[config.mk]
export PLATFORM = sky130hd
export DESIGN_NAME = decode_stage_flat
export DESIGN_NICKNAME = d
export VERILOG_FILES = /design/src/rtl/rv32_pkg.sv /design/src/rtl/decode_stage_if.sv /design/src/rtl/decode_stage_imm_gen.sv /design/src/rtl/decode_stage.sv /design/src/flat_wrapper.sv
export SDC_FILE = /design/constraint.sdc
export NUM_CORES = 1
export LEC_CHECK = 0
export CAP_MARGIN = 30
export CORE_MARGIN = 5
export CORE_UTILIZATION = 40
export DETAILED_ROUTE_END_ITERATION = 12
export PLACE_DENSITY = 0.74
export SYNTH_ARGS = -nofsm -noshare
export SYNTH_HDL_FRONTEND = slang
export SYNTH_SLANG_ARGS = --single-unit
[constraint.sdc]
create_clock -name clk -period 5 [get_ports clk]
set_clock_uncertainty 0.2 [all_clocks]
set_input_delay 0.5 -clock clk [delete_from_list [all_inputs] [get_ports clk]]
set_output_delay 0.5 -clock clk [all_outputs]
set_load 0.02 [all_outputs]
[src/rtl/rv32_pkg.sv]
// RV32I decode definitions shared by the decode stage and its immediate generator.
package rv32_pkg;

  localparam int unsigned XLEN = 32;

  // Base opcodes recognised by the decoder (insn[6:0]).
  typedef enum logic [6:0] {
    OPC_LOAD   = 7'h03,
    OPC_OPIMM  = 7'h13,
    OPC_STORE  = 7'h23,
    OPC_BRANCH = 7'h63,
    OPC_LUI    = 7'h37,
    OPC_AUIPC  = 7'h17,
    OPC_JAL    = 7'h6F,
    OPC_JALR   = 7'h67,
    OPC_OP     = 7'h33,
    OPC_FENCE  = 7'h0F,
    OPC_SYSTEM = 7'h73
  } opcode_e;

  // Immediate formats; IMM_NONE covers R-type, FENCE and illegal encodings.
  typedef enum logic [2:0] {
    IMM_I    = 3'd0,
    IMM_S    = 3'd1,
    IMM_B    = 3'd2,
    IMM_U    = 3'd3,
    IMM_J    = 3'd4,
    IMM_NONE = 3'd5
  } imm_type_e;

  // Occupancy of the skid pair; bit 1 is main_v, bit 0 is skid_v.
  typedef enum logic [1:0] {
    OCC_EMPTY = 2'b00,
    OCC_ONE   = 2'b10,
    OCC_TWO   = 2'b11
  } occ_e;

  // Everything the execute stage sees for one entry.
  typedef struct packed {
    logic [XLEN-1:0] pc;
    logic [XLEN-1:0] insn;
    logic [6:0]      opcode;
    logic [4:0]      rd;
    logic [4:0]      rs1;
    logic [4:0]      rs2;
    logic [2:0]      funct3;
    logic [6:0]      funct7;
    logic [XLEN-1:0] imm;
    logic            illegal;
  } decoded_t;

  // Sign-extend a 12-bit field to XLEN.
  function automatic logic [XLEN-1:0] sext12(input logic [11:0] v);
    return {{20{v[11]}}, v};
  endfunction

  // Sign-extend a 13-bit field to XLEN.
  function automatic logic [XLEN-1:0] sext13(input logic [12:0] v);
    return {{19{v[12]}}, v};
  endfunction

  // Sign-extend a 21-bit field to XLEN.
  function automatic logic [XLEN-1:0] sext21(input logic [20:0] v);
    return {{11{v[20]}}, v};
  endfunction

endpackage

[src/rtl/decode_stage_if.sv]
// Fetch-side and execute-side handshake bundle of the decode stage.
interface decode_stage_if #(
  parameter int AWIDTH = 32,
  parameter int DWIDTH = 32
);

  // Fetch side
  logic [AWIDTH-1:0] pc_i;
  logic [DWIDTH-1:0] insn_i;
  logic              valid_i;
  logic              ready_o;
  logic              flush_i;

  // Execute side
  logic [AWIDTH-1:0] pc_o;
  logic [DWIDTH-1:0] insn_o;
  logic [6:0]        opcode_o;
  logic [4:0]        rd_o;
  logic [4:0]        rs1_o;
  logic [4:0]        rs2_o;
  logic [2:0]        funct3_o;
  logic [6:0]        funct7_o;
  logic [DWIDTH-1:0] imm_o;
  logic              illegal_o;
  logic              valid_o;
  logic              ready_i;

  // Decode stage view.
  modport slave (
    input  pc_i, insn_i, valid_i, flush_i, ready_i,
    output ready_o, pc_o, insn_o, opcode_o, rd_o, rs1_o, rs2_o,
           funct3_o, funct7_o, imm_o, illegal_o, valid_o
  );

  // Environment view (fetch driver plus execute sink).
  modport master (
    output pc_i, insn_i, valid_i, flush_i, ready_i,
    input  ready_o, pc_o, insn_o, opcode_o, rd_o, rs1_o, rs2_o,
           funct3_o, funct7_o, imm_o, illegal_o, valid_o
  );

endinterface

[src/rtl/decode_stage_imm_gen.sv]
// Combinational RV32I immediate generator and legality check.
module imm_gen
  import rv32_pkg::*;
(
  input  logic [XLEN-1:0] insn_i,
  output logic [XLEN-1:0] imm_o,
  output imm_type_e       imm_type_o,
  output logic            illegal_o
);

  opcode_e opc_s;
  logic    opc_known_s;

  assign opc_s = opcode_e'(insn_i[6:0]);

  // Classify the opcode into an immediate format and flag unknown encodings.
  always_comb begin
    imm_type_o  = IMM_NONE;
    opc_known_s = 1'b1;
    illegal_o   = 1'b0;
    case (opc_s)
      OPC_LOAD, OPC_OPIMM, OPC_JALR, OPC_SYSTEM: imm_type_o = IMM_I;
      OPC_STORE:                                 imm_type_o = IMM_S;
      OPC_BRANCH:                                imm_type_o = IMM_B;
      OPC_LUI, OPC_AUIPC:                        imm_type_o = IMM_U;
      OPC_JAL:                                   imm_type_o = IMM_J;
      OPC_OP, OPC_FENCE:                         imm_type_o = IMM_NONE;
      default: begin
        imm_type_o  = IMM_NONE;
        opc_known_s = 1'b0;
      end
    endcase
    // Compressed/16-bit encodings are not supported.
    if (insn_i[1:0] != 2'b11) begin
      illegal_o = 1'b1;
    end else begin
      illegal_o = ~opc_known_s;
    end
  end

  // Assemble the immediate; illegal encodings always yield zero.
  always_comb begin
    imm_o = {XLEN{1'b0}};
    if (illegal_o) begin
      imm_o = {XLEN{1'b0}};
    end else begin
      case (imm_type_o)
        IMM_I:   imm_o = sext12(insn_i[31:20]);
        IMM_S:   imm_o = sext12({insn_i[31:25], insn_i[11:7]});
        IMM_B:   imm_o = sext13({insn_i[31], insn_i[7], insn_i[30:25],
                                 insn_i[11:8], 1'b0});
        IMM_U:   imm_o = {insn_i[31:12], 12'h000};
        IMM_J:   imm_o = sext21({insn_i[31], insn_i[19:12], insn_i[20],
                                 insn_i[30:21], 1'b0});
        default: imm_o = {XLEN{1'b0}};
      endcase
    end
  end

endmodule

[src/rtl/decode_stage.sv]
// Pipeline stage 2: decodes fetch entries and presents them registered to
// execute through a two-entry skid buffer (main + skid) with a registered ready.
module decode_stage
  import rv32_pkg::*;
#(
  parameter int AWIDTH = 32,  // only 32 supported
  parameter int DWIDTH = 32   // only 32 supported
) (
  input  logic           clk,
  input  logic           rst_n,  // asynchronous, active-low
  decode_stage_if.slave  bus
);

  logic [AWIDTH-1:0] pc_s;
  logic [DWIDTH-1:0] insn_s;
  logic [XLEN-1:0]   imm_s;
  imm_type_e         imm_type_s;
  logic              illegal_s;
  decoded_t          in_dec_s;

  occ_e              occ_q, occ_d;
  decoded_t          main_q, main_d;
  decoded_t          skid_q, skid_d;
  logic [1:0]        occ_bits_s;
  logic              main_v_s;
  logic              skid_v_s;
  logic              in_xfer_s;
  logic              out_xfer_s;

  assign pc_s   = bus.pc_i;
  assign insn_s = bus.insn_i;

  imm_gen u_imm_gen (
    .insn_i     (insn_s),
    .imm_o      (imm_s),
    .imm_type_o (imm_type_s),
    .illegal_o  (illegal_s)
  );

  // Decode the incoming fetch entry into the bundle held by main/skid.
  always_comb begin
    in_dec_s.pc      = pc_s;
    in_dec_s.insn    = insn_s;
    in_dec_s.opcode  = insn_s[6:0];
    in_dec_s.rd      = insn_s[11:7];
    in_dec_s.rs1     = insn_s[19:15];
    in_dec_s.rs2     = insn_s[24:20];
    in_dec_s.funct3  = insn_s[14:12];
    in_dec_s.funct7  = insn_s[31:25];
    in_dec_s.illegal = illegal_s;
    // Formats without an immediate carry zero regardless of generator output.
    if (imm_type_s == IMM_NONE) begin
      in_dec_s.imm = {XLEN{1'b0}};
    end else begin
      in_dec_s.imm = imm_s;
    end
  end

  assign occ_bits_s = occ_q;
  assign main_v_s   = occ_bits_s[1];
  assign skid_v_s   = occ_bits_s[0];
  assign in_xfer_s  = bus.valid_i & ~skid_v_s;
  assign out_xfer_s = main_v_s & bus.ready_i;

  // Occupancy next-state and entry movement; flush empties both slots.
  always_comb begin
    occ_d  = occ_q;
    main_d = main_q;
    skid_d = skid_q;
    if (bus.flush_i) begin
      occ_d = OCC_EMPTY;
    end else begin
      case (occ_q)
        OCC_EMPTY: begin
          if (in_xfer_s) begin
            main_d = in_dec_s;
            occ_d  = OCC_ONE;
          end else begin
            occ_d  = OCC_EMPTY;
          end
        end
        OCC_ONE: begin
          if (in_xfer_s && out_xfer_s) begin
            main_d = in_dec_s;
            occ_d  = OCC_ONE;
          end else if (in_xfer_s) begin
            skid_d = in_dec_s;
            occ_d  = OCC_TWO;
          end else if (out_xfer_s) begin
            occ_d  = OCC_EMPTY;
          end else begin
            occ_d  = OCC_ONE;
          end
        end
        OCC_TWO: begin
          // Input is blocked here, so only the drain of main matters.
          if (out_xfer_s) begin
            main_d = skid_q;
            occ_d  = OCC_ONE;
          end else begin
            occ_d  = OCC_TWO;
          end
        end
        default: begin
          occ_d = OCC_EMPTY;
        end
      endcase
    end
  end

  // Occupancy and entry registers; reset drops everything and zeroes outputs.
  always_ff @(posedge clk or negedge rst_n) begin
    if (!rst_n) begin
      occ_q  <= OCC_EMPTY;
      main_q <= '0;
      skid_q <= '0;
    end else begin
      occ_q  <= occ_d;
      main_q <= main_d;
      skid_q <= skid_d;
    end
  end

  assign bus.ready_o   = ~skid_v_s;
  assign bus.valid_o   = main_v_s;
  assign bus.pc_o      = main_q.pc;
  assign bus.insn_o    = main_q.insn;
  assign bus.opcode_o  = main_q.opcode;
  assign bus.rd_o      = main_q.rd;
  assign bus.rs1_o     = main_q.rs1;
  assign bus.rs2_o     = main_q.rs2;
  assign bus.funct3_o  = main_q.funct3;
  assign bus.funct7_o  = main_q.funct7;
  assign bus.imm_o     = main_q.imm;
  assign bus.illegal_o = main_q.illegal;

endmodule

[src/flat_wrapper.sv]
// flat-port wrapper written by rule: the top's interface ports become plain ports
module decode_stage_flat import rv32_pkg::*;
#(
  parameter int AWIDTH = 32,                      
  parameter int DWIDTH = 32                       
)
  (clk, rst_n, bus_pc_i, bus_insn_i, bus_valid_i, bus_flush_i, bus_ready_i, bus_ready_o, bus_pc_o, bus_insn_o, bus_opcode_o, bus_rd_o, bus_rs1_o, bus_rs2_o, bus_funct3_o, bus_funct7_o, bus_imm_o, bus_illegal_o, bus_valid_o);
  decode_stage_if #(.AWIDTH(AWIDTH), .DWIDTH(DWIDTH)) bus_i ();
  input  logic clk;
  input  logic rst_n;
  input wire logic [$bits(bus_i.pc_i)-1:0] bus_pc_i;
  input wire logic [$bits(bus_i.insn_i)-1:0] bus_insn_i;
  input wire logic [$bits(bus_i.valid_i)-1:0] bus_valid_i;
  input wire logic [$bits(bus_i.flush_i)-1:0] bus_flush_i;
  input wire logic [$bits(bus_i.ready_i)-1:0] bus_ready_i;
  output wire logic [$bits(bus_i.ready_o)-1:0] bus_ready_o;
  output wire logic [$bits(bus_i.pc_o)-1:0] bus_pc_o;
  output wire logic [$bits(bus_i.insn_o)-1:0] bus_insn_o;
  output wire logic [$bits(bus_i.opcode_o)-1:0] bus_opcode_o;
  output wire logic [$bits(bus_i.rd_o)-1:0] bus_rd_o;
  output wire logic [$bits(bus_i.rs1_o)-1:0] bus_rs1_o;
  output wire logic [$bits(bus_i.rs2_o)-1:0] bus_rs2_o;
  output wire logic [$bits(bus_i.funct3_o)-1:0] bus_funct3_o;
  output wire logic [$bits(bus_i.funct7_o)-1:0] bus_funct7_o;
  output wire logic [$bits(bus_i.imm_o)-1:0] bus_imm_o;
  output wire logic [$bits(bus_i.illegal_o)-1:0] bus_illegal_o;
  output wire logic [$bits(bus_i.valid_o)-1:0] bus_valid_o;
  assign bus_i.pc_i = bus_pc_i;
  assign bus_i.insn_i = bus_insn_i;
  assign bus_i.valid_i = bus_valid_i;
  assign bus_i.flush_i = bus_flush_i;
  assign bus_i.ready_i = bus_ready_i;
  assign bus_ready_o = bus_i.ready_o;
  assign bus_pc_o = bus_i.pc_o;
  assign bus_insn_o = bus_i.insn_o;
  assign bus_opcode_o = bus_i.opcode_o;
  assign bus_rd_o = bus_i.rd_o;
  assign bus_rs1_o = bus_i.rs1_o;
  assign bus_rs2_o = bus_i.rs2_o;
  assign bus_funct3_o = bus_i.funct3_o;
  assign bus_funct7_o = bus_i.funct7_o;
  assign bus_imm_o = bus_i.imm_o;
  assign bus_illegal_o = bus_i.illegal_o;
  assign bus_valid_o = bus_i.valid_o;
  decode_stage #(.AWIDTH(AWIDTH), .DWIDTH(DWIDTH)) u_core (.clk(clk), .rst_n(rst_n), .bus(bus_i));
endmodule
==> results.sh, run 1 <==
export IMPL_syn_area_per_cell_um2=8.81
export IMPL_hp_class="input port to async pin"
export IMPL_cts_tree="built"
export IMPL_async_flop_share_pct=100
export IMPL_ctsHtreeMaxLevel=4
export IMPL_cts_buffers=17
export IMPL_grt_max_degree=163
export IMPL_ir_worst_vdd_mv=0.231
export IMPL_min_period_over_period_pct=57.4
export IMPL_ys_types=45
export IMPL_synth_seq_cells=196
export IMPL_final_nets=1188
export IMPL_grt_pass1_vias=6875
export IMPL_finalPower_w=0.00442
export IMPL_ctsHoldBuffers=0
export IMPL_timing_fmax_mhz=348
export IMPL_critical_path_arrival_ns=2.94
export IMPL_postSynthNetCount=1060
export IMPL_postCtsSetupBuffers=0
export IMPL_cts_root_buffer="clkbuf_16"
export IMPL_netlist_area_mm2=0.00873
export IMPL_via_per_inst=5.14
export IMPL_setup_violations=0
export IMPL_rsz0062_at_grt="false"
export IMPL_antenna_cells=0
export IMPL_drive_gt1_share_pct=4.68
export IMPL_synth_flop_cell="dfrtp_1"
export IMPL_die_x_um=158
export IMPL_drt_iter0_drc=457
export IMPL_p_per_area_mw_per_mm2=392
export IMPL_crit_type="input port to flop"
export IMPL_clockBufferDepth=2
export IMPL_setup_worst_path_end_class="flop"
export IMPL_synth_edf_count=0
export IMPL_ant_nets=0
export IMPL_antenna_found_initial=0
export IMPL_tightest_slew_ns=0.897
export IMPL_grt_overflow_total=0
export IMPL_cts_resized=0
export IMPL_maxCapViolCount=0
export IMPL_slew_headroom_pct=40.2
export IMPL_setup_tns_ns=0
export IMPL_gp_congestion=0.786
export IMPL_synthCells=991
export IMPL_fill_cells=1965
export IMPL_hold_slack_ns=-0.0544
export IMPL_wl_per_cell_um=16.3
export IMPL_required_ns=5.07
export IMPL_grt_pass1_wl_um=37200
export IMPL_die_h_um=158
export IMPL_via_count=7255
export IMPL_dp_hpwl_um=15000
export IMPL_routed_wl_um=23000
export IMPL_synth_seq_area_share_pct=56.2
export IMPL_critPathMaxFanout=77
export IMPL_critPathMostFrequentCell="a21oi_1"
export IMPL_drc=0
export IMPL_placementRows=54
export IMPL_cp_cell_sequence="clkdlybuf4s50_1 -> nand2b_1 -> or3_2 -> buf_4 -> a21oi_1 -> a21oi_1"
export IMPL_pre_cts_slack_ns=1.60
export IMPL_setup_slack_ns=2.13
export IMPL_clk_pin_slew_ns=0.07
export IMPL_syn2layout_area_growth_pct=29.1
export IMPL_critPathLaunchType="input port"
export IMPL_core_area_mm2=0.0217
export IMPL_finalCoreUtilization_pct=51.9
export IMPL_critPathSlowestCell="a21oi_1"
export IMPL_slew_viol_final=0
export IMPL_final_cell_mix="353 x nand2_1, 198 x clkdlybuf4s50_1, 196 x dfrtp_1"
export IMPL_boundaryPins=200
export IMPL_dieArea_mm2=0.0249
export IMPL_start_util_pct=40.2
export IMPL_grt_usage_pct=18.6
export IMPL_final_common_cell="nand2_1"
export IMPL_clock_sinks=196
export IMPL_drtPass1Iterations=5
export IMPL_cpPeakStageDelay_ns=0.76
export IMPL_hold_violations=34
export IMPL_portBuffers=199
export IMPL_violations="hold timing"
export IMPL_run_status="finished with violations"
export IMPL_clkLatencyLatePin_ns=0.43
export IMPL_yosysWarnings=0
export IMPL_p_leak_nw=5.14
export IMPL_period_needed_ns=2.87
-- kinds of logic (layout without fill, tap and decap cells) --
family / after synthesis / in the layout / share of synthesized area, %
muxes: 1 / 1 / 0.129
AOI/OAI and AO/OA: 199 / 199 / 14.3
DFF: 196 / 196 / 56.2
buffers and inverters: 102 / 243 / 6.49
xor gates and xnor gates: 1 / 1 / 0.100
and+or+nand+nor: 492 / 492 / 22.7
-- worst max-delay path: cells and delay by family --
kind                   cells  cell delay [ns]
AO/OA/AOI/OAI              2             0.93
buffers and inverters      2             0.83
AND/OR/NAND/NOR            2             0.67
-- routing by layer --
layer / track usage [%] / vias up / wire [um]
met5: 0 / - / 0
met4: 5.82 / 0 / 448
li1: - / 3526 / -
met2: 28.7 / 206 / 10600
met1: 26.5 / 3495 / 10600
met3: 3.83 / 28 / 1400
-- synth_stat cells (2+ instances only) --
master	n	area share, %
nand2_1	354	15
dfrtp_1	196	56
nor2_1	100	4.3
a31oi_1	76	5.4
a21oi_1	43	2.5
buf_2	33	1.9
buf_4	32	2.8
clkbuf_1	27	1.2
o21ai_0	25	1.4
a21o_1	22	1.9
and3_1	8	0.57
or3_1	8	0.57
o21ai_1	7	0.40
a221o_1	6	0.69
a22o_1	6	0.60
buf_1	5	0.22
nor3_1	4	0.23
o2111ai_1	4	0.40
buf_6	3	0.39
a211oi_2	2	0.29
inv_1	2	0.086
nand2b_1	2	0.14
nand3b_1	2	0.17
nor2b_1	2	0.14
o22ai_1	2	0.14
-- where the power goes --
part,internal (W),total (W),switching [W]
sequential,0.00187,0.00204,0.000169
clock,0.000763,0.00139,0.000631
combinational,0.000460,0.000988,0.000528
-- through the flow --
step                      hold WS (ns)  instance area (um^2)  instances
after floorplan                0.00441                  8730        991
after global placement           0.254                 10600       1377
after detailed placement         0.262                 10600       1379
after CTS                      0.00472                 11200       1411
after global routing            0.0356                 11300       1412
final                          -0.0544                 11300       1412
-- final timing paths --
check                      slack (ns)  cells after the start                      startpoint                               to
hold reg to reg                  0.27                      2   u_core.skid_q[32]$_DFFE_PN0P_    u_core.skid_q[32]$_DFFE_PN0P_
setup / recovery                 2.13                      6                     bus_ready_i    u_core.skid_q[27]$_DFFE_PN0P_
max in group asynchronous        3.45                      2                           rst_n    u_core.skid_q[32]$_DFFE_PN0P_
setup reg to reg                 2.22                      6  u_core.occ_bits_s[0]$_DFF_PN0_    u_core.skid_q[27]$_DFFE_PN0P_
hold / removal                  -0.05                      1                           rst_n  u_core.bus.pc_o[30]$_DFFE_PN0P_
min in group clk                 0.27                      2   u_core.skid_q[32]$_DFFE_PN0P_    u_core.skid_q[32]$_DFFE_PN0P_
-- area by class of cell --
cell class,instances,area (um^2),share of cell area (%)
flip-flops and latches,196,4900,43.5
inverters,2,7.51,0.0666
multi-input cells,693,3280,29.1
repair buffers,209,2140,19.0
clock inverters,12,143,1.27
well taps,280,350,3.11
clock buffers,20,447,3.96
-- registers in the layout, indices dropped and copies added, names as in the netlist --
name,count
u_core.skid_q,97
u_core.bus.imm_o,32
u_core.bus.pc_o,32
u_core.bus.funct7_o,7
u_core.bus.opcode_o,6
u_core.bus.insn_o,5
u_core.bus.rd_o,4
u_core.bus.rs1_o,4
u_core.bus.rs2_o,4
u_core.bus.funct3_o,2
u_core.occ_bits_s,2
u_core.bus.illegal_o,1
No activity file was read; power rests on OpenSTA's default activity.
==> run 2: changes to the inputs <==
--- a/config.mk
+++ b/config.mk
@@ -9,7 +9,7 @@
 export CORE_MARGIN = 5
 export CORE_UTILIZATION = 40
 export DETAILED_ROUTE_END_ITERATION = 12
-export PLACE_DENSITY = 0.74
+export PLACE_DENSITY = 0.77
 export SYNTH_ARGS = -nofsm -noshare
 export SYNTH_HDL_FRONTEND = slang
 export SYNTH_SLANG_ARGS = --single-unit
==> constraint.sdc (replaced) <==
create_clock -name clk -period 2.37 [get_ports clk]
set_clock_uncertainty 0.2 [all_clocks]
set_input_delay 0.237 -clock clk [delete_from_list [all_inputs] [get_ports clk]]
set_output_delay 0.237 -clock clk [all_outputs]
set_load 0.02 [all_outputs]
==> results.sh, run 2 (synthesis gave the netlist of run 1 again) <==
export IMPL_cts_resized=0
export IMPL_core_area_mm2=0.0217
export IMPL_cts_tree="built"
export IMPL_cts_root_buffer="clkbuf_16"
export IMPL_seq_area_mm2=0.00490
export IMPL_start_util_pct=40.2
export IMPL_critPathMaxFanout=4
export IMPL_setup_tns_ns=0
export IMPL_placementRows=54
export IMPL_gp_congestion=0.841
export IMPL_timing_fmax_mhz=471
export IMPL_largest_reg_flops=97
export IMPL_critical_path_arrival_ns=1.69
export IMPL_p_per_area_mw_per_mm2=809
export IMPL_placed_area_mm2=0.0111
export IMPL_regMostFlops="u_core.skid_q"
export IMPL_setup_worst_path_end_class="output port"
export IMPL_boundaryPins=200
export IMPL_final_cell_mix="353 x nand2_1, 198 x clkdlybuf4s50_1, 196 x dfrtp_1"
export IMPL_pre_cts_slack_ns=-0.0840
export IMPL_drt_iter0_drc=596
export IMPL_die_x_um=158
export IMPL_clock_sinks=196
export IMPL_syn2layout_area_growth_pct=34.8
export IMPL_final_nets=1241
export IMPL_slew_headroom_pct=60.8
export IMPL_design_area_mm2=0.0118
export IMPL_grt_overflow_total=0
export IMPL_min_period_over_period_pct=89.6
export IMPL_run_status="complete, no violations"
export IMPL_antenna_cells=0
export IMPL_tightest_slew_ns=0.587
export IMPL_wl_per_cell_um=16.7
export IMPL_dp_hpwl_um=17500
export IMPL_clkLatencyLatePin_ns=0.42
export IMPL_rsz0062_at_grt="false"
export IMPL_crit_type="flop to output port"
export IMPL_ir_worst_vdd_mv=0.484
export IMPL_grt_pass1_wl_um=39100
export IMPL_hold_violations=0
export IMPL_setup_slack_ns=0.247
export IMPL_dp_cells=1432
export IMPL_fill_cells=1912
export IMPL_clk_pin_slew_ns=0.07
export IMPL_grt_max_degree=64
export IMPL_ant_nets=0
export IMPL_postCtsSetupBuffers=0
export IMPL_grt_usage_pct=19.7
export IMPL_p_leak_nw=5.43
export IMPL_maxCapViolCount=0
export IMPL_drive_gt1_share_pct=8.86
export IMPL_clockBufferDepth=2
export IMPL_grt_pass1_vias=7478
export IMPL_via_count=7574
export IMPL_portBuffers=199
export IMPL_dieArea_mm2=0.0249
export IMPL_finalNonFillerCells=1465
export IMPL_hp_class="input port to async pin"
export IMPL_final_common_cell="nand2_1"
export IMPL_ctsHtreeMaxLevel=4
export IMPL_setup_violations=0
export IMPL_antenna_found_initial=0
export IMPL_slew_viol_final=0
export IMPL_critPathLaunchType="flop"
export IMPL_via_per_inst=5.17
export IMPL_multiInputGateArea_mm2=0.00328
export IMPL_die_h_um=158
export IMPL_cts_buffers=17
export IMPL_required_ns=1.93
export IMPL_ctsHoldBuffers=1
export IMPL_routed_wl_um=24500
export IMPL_period_needed_ns=2.12
export IMPL_drtPass1Iterations=5
export IMPL_drc=0
run 2: cell types whose count changed in the layout (fill, tap and decap cells not counted), sizes merged:
cell         before  now
clkinv            5    3
clkinvlp          0    2
bufinv            2    3
buf              10   62
clkbuf           21   23
dlygate4sd3       0    1
inv               7    4
run 2: final cells by class:
type	instances	area share (%)
multi-input combinational	693	27.9
clock buffer	22	4.03
inverter	2	0.0638
clock inverter	10	1.23
sequential	196	41.7
tap	280	2.98
timing repair buffer	262	22.2
run 2: report_power, final:
part           switching (W)  internal (W)  leakage, nW
registers           0.000362       0.00394         2.39
clock network        0.00128       0.00176        0.297
logic                0.00114       0.00103         2.74
total                0.00279       0.00673         5.43
run 2: final timing paths:
kind	slack (ns)	from	cells past startpoint	endpoint
setup / recovery	0.25	u_core.occ_bits_s[0]$_DFF_PN0_	2	bus_ready_o
hold / removal	0.15	rst_n	2	u_core.skid_q[49]$_DFFE_PN0P_
setup reg to reg	0.27	u_core.occ_bits_s[0]$_DFF_PN0_	6	u_core.skid_q[0]$_DFFE_PN0P_
hold reg to reg	0.28	u_core.skid_q[103]$_DFFE_PN0P_	2	u_core.skid_q[103]$_DFFE_PN0P_
max in group asynchronous	1.11	rst_n	3	u_core.skid_q[4]$_DFFE_PN0P_
min in group clk	0.17	bus_pc_i[7]	3	u_core.skid_q[104]$_DFFE_PN0P_
run 2: through the flow:
stage | util (%) | power, W | hold slack (ns)
2_1_floorplan | - | 0.00549 | -0.259
3_3_place_gp | 51.4 | 0.00647 | 0.0633
3_5_place_dp | 51.4 | 0.00656 | 0.0657
4_1_cts | 54.3 | 0.00961 | 0.152
5_1_grt | 54.3 | 0.0100 | 0.163
6_report | 54.3 | 0.00952 | 0.154
run 2: critical path, cell delays in order, from the launching register on:
cell and delay, ns:
dfrtp_1 0.44, inv_1 0.17, clkdlybuf4s50_1 0.65
run 2: routing by layer:
layer	track usage, %	vias up	part of all wire, %
met2	32.2	257	48
met1	26.9	3672	43
met4	4.88	0	1.5
met5	0	-	0
li1	-	3621	-
met3	4.37	24	6.7
==> run 3: changes to the inputs <==
--- a/config.mk
+++ b/config.mk
@@ -8,6 +8,8 @@
 export CAP_MARGIN = 30
 export CORE_MARGIN = 5
 export CORE_UTILIZATION = 40
+export CTS_BUF_LIST = sky130_fd_sc_hd__clkbuf_2 sky130_fd_sc_hd__clkbuf_4 sky130_fd_sc_hd__clkbuf_8
+export CTS_CLUSTER_DIAMETER = 60
 export DETAILED_ROUTE_END_ITERATION = 12
 export PLACE_DENSITY = 0.77
 export SYNTH_ARGS = -nofsm -noshare
==> results.sh, run 3 (synthesis gave the netlist of run 1 again) <==
export IMPL_placementRows=54
export IMPL_fill_cells=1925
export IMPL_postCtsSetupBuffers=0
export IMPL_cts_root_buffer="clkbuf_8"
export IMPL_via_count=7548
export IMPL_slew_headroom_pct=60.0
export IMPL_design_area_mm2=0.0116
export IMPL_drive_gt1_share_pct=9.03
export IMPL_setup_worst_path_end_class="output port"
export IMPL_hp_class="input port to async pin"
export IMPL_critPathMaxFanout=4
export IMPL_routed_wl_um=24400
export IMPL_grt_overflow_total=0
export IMPL_final_cell_mix="353 x nand2_1, 198 x clkdlybuf4s50_1, 196 x dfrtp_1"
export IMPL_regMostFlops="u_core.skid_q"
export IMPL_dp_hpwl_um=17500
export IMPL_crit_type="flop to output port"
export IMPL_drt_iter0_drc=590
export IMPL_portBuffers=199
export IMPL_setup_violations=0
export IMPL_p_per_area_mw_per_mm2=763
export IMPL_tightest_slew_ns=0.599
export IMPL_grt_max_degree=64
export IMPL_clockBufferDepth=2
export IMPL_clock_sinks=196
export IMPL_die_h_um=158
export IMPL_dieArea_mm2=0.0249
export IMPL_wl_per_cell_um=16.7
export IMPL_grt_pass1_wl_um=39000
export IMPL_antenna_cells=0
export IMPL_grt_usage_pct=19.7
export IMPL_critical_path_arrival_ns=1.74
export IMPL_cts_tree="built"
export IMPL_die_x_um=158
export IMPL_clk_pin_slew_ns=0.09
export IMPL_core_area_mm2=0.0217
export IMPL_ir_worst_vdd_mv=0.345
export IMPL_antenna_found_initial=0
export IMPL_dp_cells=1432
export IMPL_drtPass1Iterations=6
export IMPL_placed_area_mm2=0.0111
export IMPL_boundaryPins=200
export IMPL_final_common_cell="nand2_1"
export IMPL_finalNonFillerCells=1465
export IMPL_via_per_inst=5.15
export IMPL_hold_violations=0
export IMPL_clkLatencyLatePin_ns=0.47
export IMPL_p_leak_nw=5.35
export IMPL_required_ns=1.93
export IMPL_setup_tns_ns=0
export IMPL_gp_congestion=0.841
export IMPL_hold_slack_ns=0.105
export IMPL_largest_reg_flops=97
export IMPL_final_nets=1241
export IMPL_drc=0
export IMPL_ant_nets=0
export IMPL_syn2layout_area_growth_pct=32.7
export IMPL_min_period_over_period_pct=91.7
export IMPL_rsz0062_at_grt="false"
export IMPL_timing_fmax_mhz=460
export IMPL_finalCoreUtilization_pct=53.4
export IMPL_ctsHtreeMaxLevel=4
export IMPL_grt_pass1_vias=7452
export IMPL_start_util_pct=40.2
export IMPL_slew_viol_final=0
export IMPL_period_needed_ns=2.17
export IMPL_run_status="complete, no violations"
export IMPL_critPathLaunchType="flop"
export IMPL_cts_buffers=17
export IMPL_maxCapViolCount=0
export IMPL_cts_resized=0
-- run 3: changes by cell type in the layout (fill, tap and decap cells not counted) --
| cell | change |
|---|---|
| clkbuf_4 | +2 |
| clkbuf_16 | -17 |
| clkbuf_1 | -2 |
| clkbuf_8 | +17 |
-- run 3: worst paths after layout --
path	start	depth (start not counted)	endpoint	slack, ns
max	u_core.occ_bits_s[0]$_DFF_PN0_	2	bus_ready_o	0.20
min	rst_n	2	u_core.skid_q[49]$_DFFE_PN0P_	0.11
max reg2reg	u_core.occ_bits_s[0]$_DFF_PN0_	6	u_core.skid_q[0]$_DFFE_PN0P_	0.27
min reg2reg	u_core.skid_q[79]$_DFFE_PN0P_	2	u_core.skid_q[79]$_DFFE_PN0P_	0.28
max in group asynchronous	rst_n	3	u_core.bus.funct3_o[1]$_DFFE_PN0P_	1.16
min in group clk	bus_pc_i[31]	3	u_core.skid_q[128]$_DFFE_PN0P_	0.12
-- run 3: per-stage QoR --
step,setup WS [ns],total power (W)
after floorplan,0.312,0.00549
after global placement,0.00213,0.00647
after detailed placement,-0.0840,0.00656
after CTS,0.159,0.00892
after global routing,0.0943,0.00931
final,0.196,0.00884
-- run 3: timing repair --
action                                  4_1_cts  5_1_grt
endpoints found under the setup margin        0        0
hold endpoints to repair                    145        0
hold buffers                                  1        0
-- run 3: report_power, final --
| part | switching, W | internal, W |
|---|---|---|
| registers | 0.000363 | 0.00394 |
| clock network | 0.00120 | 0.00116 |
| logic | 0.00114 | 0.00103 |
| total | 0.00271 | 0.00613 |
-- run 3: worst max-delay path, stage by stage, from the launching register on --
cell and delay (ns):
dfrtp_1 0.45, inv_1 0.17, clkdlybuf4s50_1 0.65
-- run 3: final cells by class --
cell class | instances | area, um^2 | share of cell area, %
Clock inverter | 10 | 145 | 1.25
Sequential cell | 196 | 4900 | 42.3
Clock buffer | 22 | 290 | 2.51
Tap cell | 280 | 350 | 3.02
Inverter | 2 | 7.51 | 0.0648
Multi-Input combinational cell | 693 | 3280 | 28.3
Timing Repair Buffer | 262 | 2610 | 22.5
-- run 3: per-layer routing --
metal / share of wire (%) / GRT usage, % / wire length, um / up-vias
met5: 0 / 0 / 0 / -
met3: 6.3 / 4.32 / 1540 / 29
met1: 44 / 26.7 / 10700 / 3645
met4: 1.7 / 5.28 / 420 / 0
li1: - / - / - / 3628
met2: 48 / 32.2 / 11700 / 246
